--- src/rtl/hdmi_packet_scheduler.sv ---
`default_nettype none
// ============================================================================
// Module      : hdmi_packet_scheduler
// Description : Picks the packet for each HDMI data-island slot (ACR, audio
//               sample, AVI InfoFrame, Audio InfoFrame or Null) and builds
//               audio sample packets from a stereo sample FIFO.
//               Define AUDIO_INFOFRAME_EN to schedule Audio InfoFrames.
// Revision    : 1.0 - initial release
// ============================================================================
module hdmi_packet_scheduler #(
  parameter int AUDIO_BIT_WIDTH = 16,
  parameter int FIFO_DEPTH      = 8
) (
  input  logic                       clk_pixel,
  input  logic                       reset_n,
  input  logic                       audio_sample_valid,
  input  logic [AUDIO_BIT_WIDTH-1:0] audio_sample_l,
  input  logic [AUDIO_BIT_WIDTH-1:0] audio_sample_r,
  input  logic                       acr_wrap,
  input  logic [23:0]                acr_header,
  input  logic [223:0]               acr_sub,
  input  logic [23:0]                avi_header,
  input  logic [223:0]               avi_sub,
  input  logic [23:0]                aif_header,
  input  logic [223:0]               aif_sub,
  input  logic                       video_field_end,
  input  logic                       packet_enable,
  output logic [23:0]                header,
  output logic [223:0]               sub,
  output logic [2:0]                 packet_type,
  output logic                       fifo_overflow
);

  localparam int PTR_W = $clog2(FIFO_DEPTH);
  localparam int CNT_W = PTR_W + 1;

  localparam logic [2:0] PT_NULL  = 3'd0;
  localparam logic [2:0] PT_ACR   = 3'd1;
  localparam logic [2:0] PT_AUDIO = 3'd2;
  localparam logic [2:0] PT_AVI   = 3'd3;
`ifdef AUDIO_INFOFRAME_EN
  localparam logic [2:0] PT_AIF   = 3'd4;
`endif

  logic [AUDIO_BIT_WIDTH-1:0] mem_l [FIFO_DEPTH];
  logic [AUDIO_BIT_WIDTH-1:0] mem_r [FIFO_DEPTH];
  logic [PTR_W-1:0]           rd_ptr;
  logic [PTR_W-1:0]           wr_ptr;
  logic [CNT_W-1:0]           count;
  logic [7:0]                 frame;
  logic                       acr_wrap_q;
  logic                       acr_pend;
  logic                       avi_pend;
  logic                       aif_pend;

  logic                       sel_acr;
  logic                       sel_audio;
  logic                       sel_avi;
  logic                       sel_aif;
  logic [2:0]                 pop_n;
  logic                       push_ok;
  logic [23:0]                aud_header;
  logic [223:0]               aud_sub;
  logic [7:0]                 frame_next;
  logic [8:0]                 frame_sum;
  logic [7:0]                 fc;
  logic [PTR_W-1:0]           idx;
  logic [23:0]                l24;
  logic [23:0]                r24;
  logic [3:0]                 present;
  logic [3:0]                 bflag;

  function automatic logic [23:0] justify(input logic [AUDIO_BIT_WIDTH-1:0] s);
    logic [AUDIO_BIT_WIDTH+23:0] wide;
    wide = {s, 24'h000000};
    return wide[AUDIO_BIT_WIDTH+23 -: 24];
  endfunction

  // Priority arbitration on the state held before the packet_enable edge
  always_comb begin
    sel_acr   = 1'b0;
    sel_audio = 1'b0;
    sel_avi   = 1'b0;
    sel_aif   = 1'b0;
    if (packet_enable) begin
      if (acr_pend)                 sel_acr   = 1'b1;
      else if (count != '0)         sel_audio = 1'b1;
      else if (avi_pend)            sel_avi   = 1'b1;
      else if (aif_pend)            sel_aif   = 1'b1;
    end
  end

  always_comb begin
    pop_n = 3'd0;
    if (sel_audio)
      pop_n = (count >= CNT_W'(4)) ? 3'd4 : count[2:0];
    push_ok = audio_sample_valid &&
              ((count != CNT_W'(FIFO_DEPTH)) || (pop_n != 3'd0));
  end

  always_comb begin
    aud_sub = '0;
    present = 4'b0000;
    bflag   = 4'b0000;
    fc      = 8'd0;
    idx     = '0;
    l24     = 24'd0;
    r24     = 24'd0;
    for (int k = 0; k < 4; k++) begin
      fc = frame + 8'(k);
      if (fc >= 8'd192) fc = fc - 8'd192;
      if (3'(k) < pop_n) begin
        idx        = rd_ptr + PTR_W'(k);
        l24        = justify(mem_l[idx]);
        r24        = justify(mem_r[idx]);
        aud_sub[56*k +: 56] = {^r24, 3'b000, ^l24, 3'b000, r24, l24};
        present[k] = 1'b1;
        bflag[k]   = (fc == 8'd0);
      end
    end
    aud_header = {bflag, 4'b0000, 4'b0000, present, 8'h02};
    frame_sum  = {1'b0, frame} + {6'b000000, pop_n};
    frame_next = (frame_sum >= 9'd192) ? 8'(frame_sum - 9'd192) : frame_sum[7:0];
  end

  always_ff @(posedge clk_pixel) begin
    if (push_ok) begin
      mem_l[wr_ptr] <= audio_sample_l;
      mem_r[wr_ptr] <= audio_sample_r;
    end
  end

  always_ff @(posedge clk_pixel or negedge reset_n) begin
    if (!reset_n) begin
      rd_ptr        <= '0;
      wr_ptr        <= '0;
      count         <= '0;
      frame         <= 8'd0;
      fifo_overflow <= 1'b0;
    end else begin
      rd_ptr <= rd_ptr + PTR_W'(pop_n);
      if (push_ok) wr_ptr <= wr_ptr + PTR_W'(1);
      count  <= count + CNT_W'(push_ok) - CNT_W'(pop_n);
      frame  <= frame_next;
      if (audio_sample_valid && !push_ok) fifo_overflow <= 1'b1;
    end
  end

  // An acr_wrap edge in the selection cycle re-arms the request
  always_ff @(posedge clk_pixel or negedge reset_n) begin
    if (!reset_n) begin
      acr_wrap_q <= 1'b0;
      acr_pend   <= 1'b0;
      avi_pend   <= 1'b0;
    end else begin
      acr_wrap_q <= acr_wrap;
      acr_pend   <= (acr_pend & ~sel_acr) | (acr_wrap ^ acr_wrap_q);
      avi_pend   <= (avi_pend & ~sel_avi) | video_field_end;
    end
  end

`ifdef AUDIO_INFOFRAME_EN
  always_ff @(posedge clk_pixel or negedge reset_n) begin
    if (!reset_n) aif_pend <= 1'b0;
    else          aif_pend <= (aif_pend & ~sel_aif) | video_field_end;
  end
`else
  assign aif_pend = 1'b0;
  logic unused_aif;
  assign unused_aif = ^{aif_header, aif_sub, sel_aif};
`endif

  always_ff @(posedge clk_pixel or negedge reset_n) begin
    if (!reset_n) begin
      header      <= 24'd0;
      sub         <= '0;
      packet_type <= PT_NULL;
    end else if (packet_enable) begin
      if (sel_acr) begin
        header      <= acr_header;
        sub         <= acr_sub;
        packet_type <= PT_ACR;
      end else if (sel_audio) begin
        header      <= aud_header;
        sub         <= aud_sub;
        packet_type <= PT_AUDIO;
      end else if (sel_avi) begin
        header      <= avi_header;
        sub         <= avi_sub;
        packet_type <= PT_AVI;
`ifdef AUDIO_INFOFRAME_EN
      end else if (sel_aif) begin
        header      <= aif_header;
        sub         <= aif_sub;
        packet_type <= PT_AIF;
`endif
      end else begin
        header      <= 24'd0;
        sub         <= '0;
        packet_type <= PT_NULL;
      end
    end
  end

endmodule
`default_nettype wire

--- config.mk ---
export PLATFORM = sky130hd
export DESIGN_NAME = hdmi_packet_scheduler
export DESIGN_NICKNAME = d
export VERILOG_FILES = /design/src/rtl/hdmi_packet_scheduler.sv
export SDC_FILE = /design/constraint.sdc
export NUM_CORES = 1
export LEC_CHECK = 0
export CAP_MARGIN = 30
export CORE_AREA = 4 4 397 399
export CTS_CLUSTER_SIZE = 14
export DETAILED_ROUTE_END_ITERATION = 8
export DIE_AREA = 0 0 401 403
export HOLD_SLACK_MARGIN = 0.02
export PLACE_DENSITY = 0.45
export SKIP_LAST_GASP = 1
export SLEW_MARGIN = 0
export SYNTH_ARGS = -nofsm -noshare
export SYNTH_HDL_FRONTEND = slang
export SYNTH_SLANG_ARGS = --single-unit
--- constraint.sdc ---
create_clock -name clk_pixel -period 9.39 [get_ports clk_pixel]
set_clock_uncertainty 0.15 [all_clocks]
set_input_delay 1.4085 -clock clk_pixel [delete_from_list [all_inputs] [get_ports clk_pixel]]
set_output_delay 1.4085 -clock clk_pixel [all_outputs]
set_load 0.005 [all_outputs]
==> results of run 1 <==
path summary, 6_finish.rpt:
path / end / slack [ns]
min reg2reg: fifo_overflow / 0.32
max in group asynchronous: sub[97] / 6.56
max: frame[7] / 4.02
min: fifo_overflow / 0.32
max reg2reg: sub[163] / 4.61
min in group asynchronous: acr_wrap_q / 0.57
power groups by stage:
| stage | logic, W | registers [W] | clock network (W) |
|---|---|---|---|
| 2_1_floorplan | 0.00553 | 0.00315 | 0 |
| 3_3_place_gp | 0.00925 | 0.00325 | 0 |
| 3_5_place_dp | 0.00932 | 0.00326 | 0 |
| 4_1_cts | 0.00934 | 0.00322 | 0.00280 |
| 5_1_grt | 0.00976 | 0.00327 | 0.00289 |
| 6_report | 0.00914 | 0.00322 | 0.00271 |
metal layers:
| metal | share of wire, % | global-route usage, % | wire (um) |
|---|---|---|---|
| met5 | 0.18 | 0 | 262 |
| met4 | 2.0 | 3.84 | 2930 |
| met3 | 7.4 | 5.43 | 10800 |
| met2 | 45 | 27.5 | 66400 |
| met1 | 45 | 23.4 | 65800 |
through the flow:
step / utilization [%] / instances / hold WS [ns] / power (W)
after global routing: 27.6 / 5334 / 0.346 / 0.0159
after detailed placement: 26.0 / 5200 / 0.314 / 0.0126
after floorplan: - / 2539 / 0.313 / 0.00868
after CTS: 27.5 / 5330 / 0.327 / 0.0154
final: 27.6 / 5346 / 0.321 / 0.0151
after global placement: 26.0 / 5193 / 0.311 / 0.0125
final cells by class:
class	count	area (um^2)
Sequential cell	528	14500
Timing Repair Buffer	834	8320
Clock inverter	26	290
Tap cell	2044	2560
Inverter	71	272
Multi-Input combinational cell	1725	14500
Fill cell	16000	111000
Antenna cell	14	35.0
Clock buffer	104	1980
registers in the layout, indices dropped and copies added (netlist names):
signal and flops:
sub 224, mem_l 128, mem_r 128, header 24, frame 8, count 4
rd_ptr 3, wr_ptr 3, packet_type 2, acr_pend 1, acr_wrap_q 1, avi_pend 1
fifo_overflow 1
placed cells by master, fill, tap and decap left out, types with 13 or more instances in the layout:
cell,count
clkdlybuf4s50_1,782
dfrtp_1,268
a21oi_1,260
edfxtp_1,256
o21ai_0,240
mux2i_1,223
mux4_2,172
nor2_1,162
nand2_1,114
and3_1,101
xnor2_1,92
clkbuf_16,73
inv_1,67
xor2_1,61
mux2_2,54
a221oi_1,50
o2bb2ai_1,47
buf_4,42
o211ai_1,39
clkbuf_1,27
ha_1,20
nand3_1,17
diode_2,14
clkinv_2,13
logic make-up after synthesis:
group / Yosys count
multiplexers: 449
other: 1
flip-flops: 528
adder cells (fa/ha/maj): 24
AND/OR/NAND/NOR: 430
AO/OA/AOI/OAI: 659
buffers and inverters: 286
XOR/XNOR: 162
==> impl_metrics.py, run 1 <==
metrics = {
    "outcome": {
        "status": "finished, final reports clean",
    },
    "sta": {
        "final_hold_viol_count": 0,
        "fin_crit_sh_pct": 57.2,
        "relSlewSlack_pct": 28.5,
        "grt_setup_unrepaired": "false",
        "fin_crit_ns": 5.37,
        "fmax_mhz": 186,
        "worst_slew_pin_slew_ns": 1.07,
        "layout_setup_ws_ns": 4.02,
        "setup_tns_ns": 0,
        "report.final.slew_viol_count": 0,
        "finalSetupViolations": 0,
    },
    "die": {
        "num_rows": 144,
        "initial_utilization_pct": 19.6,
        "die_h_um": 403,
        "core_um2": 154000,
        "dieArea_um2": 162000,
        "io_pins": 1034,
        "die_w_um": 401,
    },
    "logic_synthesis": {
        "synth_most_common_cell": "dfrtp_1",
        "synth.distinct_cells": 50,
        "synthFlopType": "dfrtp_1",
        "ys_seq_area_share_pct": 48.1,
        "ys_seq_elements": 528,
        "synth_edf_count": 256,
        "synth_top_family_by_area": "multiplexers",
        "synthSimpleGateAreaFrac_pct": 6.50,
        "synth.top_cell.area_share_pct": 25.5,
        "muxShareOfSynthArea_pct": 22.3,
        "yosysTopAreaCell": "edfxtp_1",
        "synthArstFlopShare_pct": 51.5,
        "ys_warn_count": 0,
        "syn-num-nets": 3345,
        "synth-xor-area-share_pct": 5.11,
        "postSynthAreaPerCell_um2": 11.9,
        "synth_area_leaders": "edfxtp_1 26%, dfrtp_1 23%, mux4_2 13%",
        "synthCells": 2539,
        "synth_fa_ha_area_share_pct": 1.07,
        "syn-cell-area_um2": 30100,
        "ys_top_cells_by_count": "272 x dfrtp_1, 261 x a21oi_1, 256 x edfxtp_1",
        "synth_compound_area_share_pct": 12.6,
    },
    "final_layout": {
        "syn2layout_area_growth_pct": 40.8,
        "design_area_um2": 42400,
        "nNetsFinal": 4037,
        "drive_gt1_share_pct": 12.3,
    },
    "route": {
        "drtAntennaViolNets": 0,
        "drt_pass1_iterations": 7,
        "drt_wl_total_um": 146000,
        "num_vias": 24400,
        "wire_per_inst_um": 27.4,
        "drtIter0Drc": 1650,
        "drc_errors": 0,
        "viasPerCell": 4.57,
    },
    "setup_path": {
        "cp_slowest_cell": "buf_8",
        "path_class": "in -> reg",
        "cp.required_ns": 9.78,
        "reg2reg_from": "rd_ptr[1]",
        "crit_family": "buffers and inverters",
        "crit_chain": "buf_8 -> inv_2 -> nor2_1 -> o21ai_1 -> buf_4 -> clkinv_1 -> buf_4 -> ha_1 -> a21oi_1 -> nor2_1 -> xor2_1 -> ha_1 -> nand2_1 -> nor3_1 -> a221o_1 -> mux2_2",
        "crit_start": "packet_enable",
        "reg2reg_depth": 8,
        "worstPathMaxFanout": 108,
        "crit_buf_inv": 5,
        "crit_cells": 16,
        "arrival_ns": 5.76,
        "cp-start-kind": "primary input",
        "cpPeakStageDelay_ns": 0.57,
        "endpoint_kind": "flip-flop",
    },
    "place": {
        "io_buffers": 784,
        "gp_congestion": 0.809,
        "dp_hpwl_um": 108000,
        "placed_cell_area_um2": 40100,
        "pre_cts_slack_ns": 3.27,
    },
    "global_routing": {
        "grt_start_max_net_pins": 155,
        "track_usage_pct": 17.4,
        "grt_remaining_overflow": 0,
        "grt_pass1_wl_um": 201000,
        "antenna_found_initial": 49,
        "first_global_vias": 24300,
    },
    "power_and_ir_drop": {
        "power_leakage_nw": 15.7,
        "irDropWorstVdd_mv": 0.422,
        "p_per_area_nw_per_um2": 355,
        "comb_power_share_pct": 60.7,
        "netSwitchingFraction_pct": 43.8,
        "clockPowerShare_pct": 18.0,
        "internal_power_w": 0.00846,
        "pwr-share-seq_pct": 21.4,
        "switching_power_w": 0.00661,
    },
    "clock_network": {
        "post_cts_buffers": 0,
        "clk_pin_slew_ns": 0.05,
        "hold_buffers": 0,
        "root_buffer": "clkbuf_16",
        "cts_buffers": 71,
        "clockBufferDepth": 3,
        "clk_latency_ns": 0.67,
        "htreeDepth": 3,
        "cts_resized": 0,
        "clock-sinks": 528,
        "tritoncts": "built",
    },
    "min_path": {
        "holdCritStartpoint": "fifo_overflow",
        "min_path_cells": 1,
        "worstHoldPathType": "reg -> reg",
    },
    "run": {
        "drv_cap": 0,
    },
}
Note: power is estimated with default switching activity, not from simulation.
==> run 2, diff against run 1 <==
==> constraint.sdc (replaced) <==
create_clock -name clk_pixel -period 5.19 [get_ports clk_pixel]
set_clock_uncertainty 0.15 [all_clocks]
set_input_delay 0.7785 -clock clk_pixel [delete_from_list [all_inputs] [get_ports clk_pixel]]
set_output_delay 0.7785 -clock clk_pixel [all_outputs]
set_load 0.005 [all_outputs]
==> impl_metrics.py, run 2 (synthesis gave the netlist of run 1 again) <==
metrics = {
    "global_routing": {
        "first_global_vias": 24000,
        "grt_start_max_net_pins": 171,
        "track_usage_pct": 17.4,
        "grt_remaining_overflow": 0,
        "grt_pass1_wl_um": 199000,
        "antenna_found_initial": 59,
    },
    "power_and_ir_drop": {
        "power_leakage_nw": 15.8,
        "irDropWorstVdd_mv": 0.524,
        "p_per_area_nw_per_um2": 629,
    },
    "final_layout": {
        "final_common_cell": "clkdlybuf4s50_1",
        "syn2layout_area_growth_pct": 41.6,
        "utilization_pct": 27.7,
        "top_register": "sub",
        "drive_gt1_share_pct": 12.6,
        "design_area_um2": 42700,
        "largest_reg_flops": 224,
        "nNetsFinal": 4048,
        "final_cell_mix": "782 x clkdlybuf4s50_1, 268 x dfrtp_1, 260 x a21oi_1",
        "top_regs": "sub x224, mem_l x128, mem_r x128",
    },
    "sta": {
        "final_hold_viol_count": 0,
        "layout_setup_ws_ns": 1.03,
        "finalSetupViolations": 0,
        "grt_setup_unrepaired": "false",
        "fin_crit_ns": 4.16,
        "worst_slew_pin_slew_ns": 1.05,
        "setup_tns_ns": 0,
        "fin_crit_sh_pct": 80.1,
        "fmax_mhz": 241,
        "relSlewSlack_pct": 29.1,
        "hold_slack_ns": 0.324,
        "report.final.slew_viol_count": 0,
    },
    "setup_path": {
        "cp_slowest_cell": "dfrtp_4",
        "worstPathMaxFanout": 22,
        "arrival_ns": 4.58,
        "cp.required_ns": 5.61,
        "crit_top_cell": "xor3_1",
        "r2r_setup_slack_ns": 1.03,
        "crit_cells": 10,
        "cpPeakStageDelay_ns": 0.63,
        "path_class": "reg -> reg",
        "crit_buf_inv": 2,
        "reg2reg_depth": 10,
        "reg2reg_from": "rd_ptr[1]",
        "cp-start-kind": "flip-flop",
        "crit_chain": "clkinv_1 -> ha_2 -> xnor2_4 -> buf_4 -> mux2i_1 -> mux2_2 -> xor3_1 -> xor3_1 -> xnor3_1 -> o21ai_0",
        "crit_family": "XOR/XNOR gates",
        "endpoint_kind": "flip-flop",
        "rr_endpoint": "sub[223]",
    },
    "route": {
        "viasPerCell": 4.55,
        "drt_wl_total_um": 146000,
        "drt_pass1_iterations": 5,
        "num_vias": 24300,
        "drtAntennaViolNets": 0,
        "drtIter0Drc": 1980,
        "drc_errors": 0,
        "wire_per_inst_um": 27.2,
    },
    "die": {
        "io_pins": 1034,
        "num_rows": 144,
        "core_um2": 154000,
        "dieArea_um2": 162000,
        "die_w_um": 401,
        "initial_utilization_pct": 19.6,
        "die_h_um": 403,
    },
    "run": {
        "drv_cap": 0,
    },
    "clock_network": {
        "clockBufferDepth": 3,
        "clk_pin_slew_ns": 0.06,
        "clk_latency_ns": 0.65,
        "root_buffer": "clkbuf_16",
        "tritoncts": "built",
        "clock-sinks": 528,
        "cts_buffers": 73,
        "cts_resized": 0,
        "htreeDepth": 3,
    },
    "min_path": {
        "holdPathEnd": "fifo_overflow",
        "min_path_cells": 1,
        "worstHoldPathType": "reg -> reg",
        "holdCritStartpoint": "fifo_overflow",
    },
    "place": {
        "gp_congestion": 0.807,
        "placed_cell_area_um2": 40200,
        "io_buffers": 784,
        "dp_hpwl_um": 111000,
        "pre_cts_slack_ns": 0.917,
    },
    "outcome": {
        "status": "finished, final reports clean",
    },
}
==> run 2: changes by cell type in the layout (fill, tap and decap cells not counted), moves of 3 or more <==
cell | previous run | this run
clkinv_2 | 13 | 9
clkinv_1 | 4 | 16
diode_2 | 14 | 17
clkinvlp_4 | 1 | 4
clkbuf_1 | 27 | 8
buf_12 | 4 | 11
bufinv_16 | 4 | 9
buf_4 | 42 | 46
==> run 2: cell type report <==
cell class,count,area [um^2]
Antenna cell,17,42.5
Timing Repair Buffer,843,8460
Clock inverter,41,449
Fill cell,16000,111000
Inverter,71,272
Sequential cell,528,14500
Clock buffer,85,1920
Tap cell,2044,2560
Multi-Input combinational cell,1725,14500
==> run 2: what timing repair did <==
action | 4_1_cts | 5_1_grt
hold buffers | 1 | 0
buffers inserted | 0 | 0
endpoints found under the hold margin | 31 | 0
==> run 2: where the power goes <==
| group | total, W | switching, W | internal, W |
|---|---|---|---|
| sequential | 0.00587 | 0.000645 | 0.00522 |
| combinational | 0.0159 | 0.00883 | 0.00705 |
| clock | 0.00508 | 0.00200 | 0.00309 |
==> run 2: stage by stage <==
step | cells | total power, W
after floorplan | 2539 | 0.0157
after global placement | 5205 | 0.0220
after detailed placement | 5209 | 0.0221
after CTS | 5336 | 0.0273
after global routing | 5341 | 0.0283
final | 5354 | 0.0268
==> run 2: worst max path at each step <==
stage	from	to
2_1_floorplan	packet_enable	mem_l[0][0]
3_3_place_gp	packet_enable	frame[7]
3_5_place_dp	packet_enable	frame[7]
4_1_cts	rd_ptr[1]	sub[223]
5_1_grt	rd_ptr[1]	sub[223]
6_report	rd_ptr[1]	sub[223]
==> run 2: metal layers <==
layer  share of wire (%)  global-route usage, %  up-vias
li1                    -                      -    11000
met1                  43                   22.7    12300
met2                  46                   27.6      899
met3                 9.3                   6.43      155
met4                 1.7                   3.24       34
met5                0.16                      0        -
